[src/rtl/audio_lookup_table.sv]
// Address -> 16-bit signed PCM sample for a 3-tone clip (250/500/1000 Hz), one registered stage, no handshake.
// Optional linear fade-out over the final 256 samples when AUDIO_LUT_FADE_EN is defined.
module audio_lookup_table #(
  parameter int CLIP_LENGTH    = 48000,
  parameter int SEGMENT_LENGTH = 16000
) (
  input  logic        clk,
  input  logic        rst_n,
  input  logic [15:0] address,
  output logic [15:0] data_out,
  output logic        out_of_range
);

  localparam logic [16:0] SEG1_END = 17'(SEGMENT_LENGTH);
  localparam logic [16:0] SEG2_END = 17'(2 * SEGMENT_LENGTH);
  localparam logic [16:0] CLIP_END = 17'(CLIP_LENGTH);

  logic [15:0] data_out_d, data_out_q;
  logic        out_of_range_d, out_of_range_q;

  logic [16:0]        addr_ext;
  logic [5:0]         phase;
  logic [4:0]         fold;
  logic [4:0]         q_idx;
  logic [15:0]        mag;
  logic signed [15:0] sine;
  logic               in_range;

  // Quarter-wave: round(32000 * sin(pi*k/32)), k = 0..16
  function automatic logic [14:0] quarter(input logic [4:0] k);
    logic [14:0] v;
    case (k)
      5'd0:    v = 15'd0;
      5'd1:    v = 15'd3137;
      5'd2:    v = 15'd6243;
      5'd3:    v = 15'd9289;
      5'd4:    v = 15'd12246;
      5'd5:    v = 15'd15085;
      5'd6:    v = 15'd17778;
      5'd7:    v = 15'd20301;
      5'd8:    v = 15'd22627;
      5'd9:    v = 15'd24736;
      5'd10:   v = 15'd26607;
      5'd11:   v = 15'd28221;
      5'd12:   v = 15'd29564;
      5'd13:   v = 15'd30622;
      5'd14:   v = 15'd31385;
      5'd15:   v = 15'd31846;
      5'd16:   v = 15'd32000;
      default: v = 15'd0;
    endcase
    return v;
  endfunction

  // Segment starts are multiples of 64, so the raw low address bits give the phase directly.
  always_comb begin
    addr_ext = {1'b0, address};
    in_range = (addr_ext < CLIP_END);
    if (addr_ext < SEG1_END) begin
      phase = address[5:0];
    end else if (addr_ext < SEG2_END) begin
      phase = {address[4:0], 1'b0};
    end else begin
      phase = {address[3:0], 2'b00};
    end
    fold  = phase[4:0];
    q_idx = (fold > 5'd16) ? 5'(6'd32 - {1'b0, fold}) : fold;
    mag   = {1'b0, quarter(q_idx)};
    sine  = phase[5] ? -$signed(mag) : $signed(mag);
  end

`ifdef AUDIO_LUT_FADE_EN
  localparam logic [16:0] FADE_START = 17'(CLIP_LENGTH - 256);

  logic [8:0]         remain;
  logic signed [24:0] prod;
  logic               fade_zone;

  // Remaining samples lie in 1..256, so a 9-bit modular difference is exact.
  always_comb begin
    fade_zone = in_range && (addr_ext >= FADE_START);
    remain    = 9'(CLIP_END[8:0] - address[8:0]);
    prod      = 25'(sine) * 25'(signed'({1'b0, remain}));
    if (!in_range) begin
      data_out_d = 16'd0;
    end else if (fade_zone) begin
      data_out_d = 16'(prod >>> 8);
    end else begin
      data_out_d = sine;
    end
    out_of_range_d = !in_range;
  end
`else
  always_comb begin
    data_out_d     = in_range ? sine : 16'd0;
    out_of_range_d = !in_range;
  end
`endif

  always_ff @(posedge clk or negedge rst_n) begin
    if (!rst_n) begin
      data_out_q     <= 16'd0;
      out_of_range_q <= 1'b0;
    end else begin
      data_out_q     <= data_out_d;
      out_of_range_q <= out_of_range_d;
    end
  end

  assign data_out     = data_out_q;
  assign out_of_range = out_of_range_q;

endmodule

[config.mk]
export PLATFORM = sky130hd
export DESIGN_NAME = audio_lookup_table
export DESIGN_NICKNAME = d
export VERILOG_FILES = /design/src/rtl/audio_lookup_table.sv
export SDC_FILE = /design/constraint.sdc
export NUM_CORES = 1
export LEC_CHECK = 0
export ABC_AREA = 1
export CAP_MARGIN = 25
export CORE_UTILIZATION = 50
export DETAILED_ROUTE_END_ITERATION = 12
export PLACE_DENSITY = 0.87
export SKIP_LAST_GASP = 1
export SLEW_MARGIN = 5
export SYNTH_ARGS = -nofsm -noshare
export SYNTH_HDL_FRONTEND = slang
export SYNTH_SLANG_ARGS = --single-unit
[constraint.sdc]
create_clock -name clk -period 0.8 [get_ports clk]
set_input_delay 0.16 -clock clk [delete_from_list [all_inputs] [get_ports clk]]
set_output_delay 0.16 -clock clk [all_outputs]
set_load 0.005 [all_outputs]
==> results of run 1 <==
per-stage QoR:
stage               worst slack [ns]  instances  area, um2  utilization  hold slack, ns
floorplan                     -1.904        276       1962            -         -0.1356
global placement              -2.454        411       2774       0.8121          0.5116
detailed placement            -2.642        411       2774       0.8121          0.5153
CTS                           -1.698        446       3090       0.9048          0.2245
kinds of logic after synthesis:
group | after synthesis
DFF | 17
AOI/OAI and AO/OA | 36
and+or+nand+nor | 178
buffers and inverters | 36
adders and majority gates | 9
timing repair:
action	CTS
setup buffers	31
gates resized for setup	144
pin swaps	31
endpoints found under the setup margin	34
==> flow_metrics.env, run 1 <==
export IMPL_status="stopped before the end"
export IMPL_lastStage="global routing (5_1_grt)"
export IMPL_firstError="[ERROR DPL-0038] Utilization greater than 100%, impossible to legalize"
export IMPL_synth_common_cells="78 x nand2_1, 32 x nand3_1, 29 x inv_1"
export IMPL_cts_sinks=17
export IMPL_syn_nets=303
export IMPL_cts_htree_levels=1
export IMPL_yosysMostFrequentCell="nand2_1"
export IMPL_dp_hpwl_mm=4.330
export IMPL_yosysTopAreaCellShare=0.2330
export IMPL_async_flop_share=1.000
export IMPL_cts_max_path_buffers=2
export IMPL_gp_congestion=0.9834
export IMPL_hold_buffers=0
export IMPL_die_w_um=62.43
export IMPL_yosys_warnings=0
export IMPL_synth_edff_count=0
export IMPL_synth_adder_area_share=0.06169
export IMPL_synth_compound_area_frac=0.1275
export IMPL_ys_types=33
export IMPL_row_count=21
export IMPL_synth_cells=276
export IMPL_synth_seq_cells=17
export IMPL_grt_max_degree=18
export IMPL_io_buffers=33
export IMPL_synth_mux_area_frac=0
export IMPL_worst_endpoint="data_out[14]$_DFF_PN0_/D"
export IMPL_cts_root_buf="clkbuf_4"
export IMPL_synth_area_top_cells="dfrtp_1 23%, nand2_1 16%, nand3_1 8.8%, ha_1 6.2%, inv_1 6.0%"
export IMPL_worst_ep_kind="register input"
export IMPL_synth_area_per_cell_um2=6.614
export IMPL_die_y_um=62.43
export IMPL_synth_main_ff_cell="dfrtp_1"
export IMPL_cts_made_buffers=3
export IMPL_ios=35
export IMPL_synth_xor_area_frac=0
export IMPL_synth_top_family_by_area="simple AND/OR/NAND/NOR gates"
export IMPL_start_util=0.5344
export IMPL_seq_area_frac_synth=0.2330
export IMPL_netlist_area_um2=1826
export IMPL_synth_simple_gate_area_frac=0.4887
export IMPL_synth_top_area_cell="dfrtp_1"
==> run 2, diff against run 1 <==
Settings changed: CORE_UTILIZATION 50 to 35, PLACE_DENSITY 0.87 to unset, PLACE_DENSITY_LB_ADDON set to 0.15.
==> run 2 against run 1 <==
  * The flow now finishes, with violations (setup timing)
  * Synthesized area unchanged
  * Synthesized cell count unchanged
==> flow_metrics.env, run 2 <==
export IMPL_antenna_cells=0
export IMPL_cap_violations=0
export IMPL_syn_to_final_growth_pct=77.18
export IMPL_ant_nets=0
export IMPL_fin_ws_ns=-1.853
export IMPL_cp_arrival_ns=2.79
export IMPL_core_area_um2=4880
export IMPL_synth_top_area_cell="dfrtp_1"
export IMPL_finalNonFillerCells=460
export IMPL_most_common_layout_cells="79 x buf_4, 58 x nand2_1, 29 x nand2_2"
export IMPL_grt_pass1_vias=2117
export IMPL_start_util=0.3741
export IMPL_synth_seq_cells=17
export IMPL_cts_max_path_buffers=2
export IMPL_yosys_warnings=0
export IMPL_startpoint_type="primary input"
export IMPL_period_needed_ns=2.653
export IMPL_violations="setup timing"
export IMPL_synth_common_cells="78 x nand2_1, 32 x nand3_1, 29 x inv_1"
export IMPL_finalMaxSlewViolations=0
export IMPL_wirelength_mm=5.848
export IMPL_synth_cells=276
export IMPL_multiInputGateArea_um2=1623
export IMPL_hold_path_class="in2async"
export IMPL_overflow=0
export IMPL_syn_nets=303
export IMPL_crit_fanout=7
export IMPL_row_count=25
export IMPL_grt_setup_unrepaired="yes"
export IMPL_p_seq_frac=0.200
export IMPL_power_density_nw_per_um2=1732
export IMPL_synth_edff_count=0
export IMPL_dieArea_um2=5509
export IMPL_register_area_um2=425.4
export IMPL_cpMostUsedCell="nand2_2"
export IMPL_via_per_inst=4.780
export IMPL_drtIter0Drc=123
export IMPL_cts_made_buffers=3
export IMPL_yosysTopAreaCellShare=0.2330
export IMPL_die_w_um=74.22
export IMPL_critical_path_top_delay_family="simple AND/OR/NAND/NOR gates"
export IMPL_antenna_found_initial=0
export IMPL_p_comb_frac=0.687
export IMPL_setup_violations=34
export IMPL_drc=0
export IMPL_fmax_mhz=376.9
export IMPL_peakVddDrop_uv=824.4
export IMPL_gp_congestion=0.8868
export IMPL_dr_pass1_iters=4
export IMPL_post_dp_cell_area_um2=2845
export IMPL_async_flop_share=1.000
export IMPL_vias=2199
export IMPL_synth_area_top_cells="dfrtp_1 23%, nand2_1 16%, nand3_1 8.8%, ha_1 6.2%, inv_1 6.0%"
export IMPL_finalHoldViolations=0
export IMPL_cp_num_buf_inv=5
export IMPL_dp_hpwl_mm=3.932
export IMPL_layout_commonest_cell="buf_4"
export IMPL_cts_htree_levels=1
export IMPL_cts_sinks=17
export IMPL_max_slew_worst_pin_slew_ns=0.3655
export IMPL_die_y_um=74.22
export IMPL_max_stage_delay_ns=0.19
export IMPL_post_route_period_util=3.317
export IMPL_ys_types=33
export IMPL_slew_headroom=0.7543
export IMPL_cts_root_buf="clkbuf_8"
export IMPL_power_internal_mw=3.276
export IMPL_required_ns=0.93
export IMPL_placed_cells=438
export IMPL_nets=421
export IMPL_fillers=428
export IMPL_switching_power_mw=2.326
export IMPL_critPathKind="in2reg"
export IMPL_holdWs_ns=0.2366
export IMPL_wire_per_inst_um=12.71
export IMPL_cpMaxStageDelayCell="nor2_4"
export IMPL_synth_area_per_cell_um2=6.614
export IMPL_io_buffers=33
export IMPL_clk_pin_slew_ns=0.06
export IMPL_drive_gt1_frac=0.5674
export IMPL_yosysMostFrequentCell="nand2_1"
export IMPL_largest_reg_flops=16
export IMPL_status="finished with violations"
export IMPL_power_mw=5.601
export IMPL_final_area_um2=3234
export IMPL_seq_area_frac_synth=0.2330
export IMPL_pwr_share_clk=0.112
export IMPL_p_leak_nw=1.612
export IMPL_ios=35
export IMPL_synth_main_ff_cell="dfrtp_1"
export IMPL_p_sw_frac=0.4152
export IMPL_cp_end_kind="flop"
export IMPL_grt_usage=0.2202
export IMPL_netlist_area_um2=1826
export IMPL_grt_max_degree=18
export IMPL_grt_pass1_wl_mm=9.515
export IMPL_cts_tree="yes"
## run 2: power by group through the flow
| stage | Combinational, mW | Clock (mW) | Sequential, mW |
|---|---|---|---|
| 2_1_floorplan | 1.70 | 0 | 1.19 |
| 3_3_place_gp | 3.32 | 0 | 1.15 |
| 6_report | 3.85 | 0.629 | 1.12 |
| 4_1_cts | 3.49 | 0.637 | 1.13 |
| 5_1_grt | 4.20 | 0.661 | 1.15 |
| 3_5_place_dp | 3.35 | 0 | 1.15 |
## run 2: layout make-up
class | instances | area share
repair buffers | 118 | 0.2886
inverters | 31 | 0.03830
multi-input cells | 223 | 0.5017
clock buffers | 4 | 0.01393
well taps | 67 | 0.02592
flip-flops and latches | 17 | 0.1315
## run 2: cells by family after synthesis
family | after synthesis | share of synthesized area
buf+inv | 36 | 0.08909
compound gates | 36 | 0.1275
fa+ha+maj | 9 | 0.06169
simple gates | 178 | 0.4887
flops | 17 | 0.2330
## run 2: path summary, 6_finish.rpt
kind | start | end | slack [ns] | cells after the start
worst max-delay path | address[8] | data_out[12]$_DFF_PN0_ | -1.85 | 29
worst min-delay path | rst_n | out_of_range$_DFF_PN0_ | 0.24 | 2
max in group asynchronous | rst_n | data_out[13]$_DFF_PN0_ | 0.44 | 2
min in group clk | address[14] | out_of_range$_DFF_PN0_ | 0.34 | 3
## run 2: per-stage QoR
stage	setup slack, ns	TNS [ns]	util
detailed placement	-2.571	-42.29	0.5831
global route	-2.001	-31.46	0.6628
global placement	-2.532	-41.60	0.5831
floorplan	-1.904	-27.05	-
CTS	-1.718	-26.51	0.6285
finish	-1.853	-28.36	0.6628
## run 2: repair_timing
| item | in CTS | in global routing |
|---|---|---|
| setup buffers | 14 | 6 |
| resized for setup | 152 | 34 |
| hold buffers | 0 | 0 |
| setup endpoints to repair | 34 | 34 |
| pin swaps | 38 | 20 |
## run 2: metal layers
layer,track usage,share of wire,vias up
li1,-,-,1124
met4,0.04612,0.012,0
met5,0,0,-
met2,0.4152,0.53,38
met1,0.2757,0.43,1031
met3,0.01220,0.030,6
(Power assumes the default switching activity.)
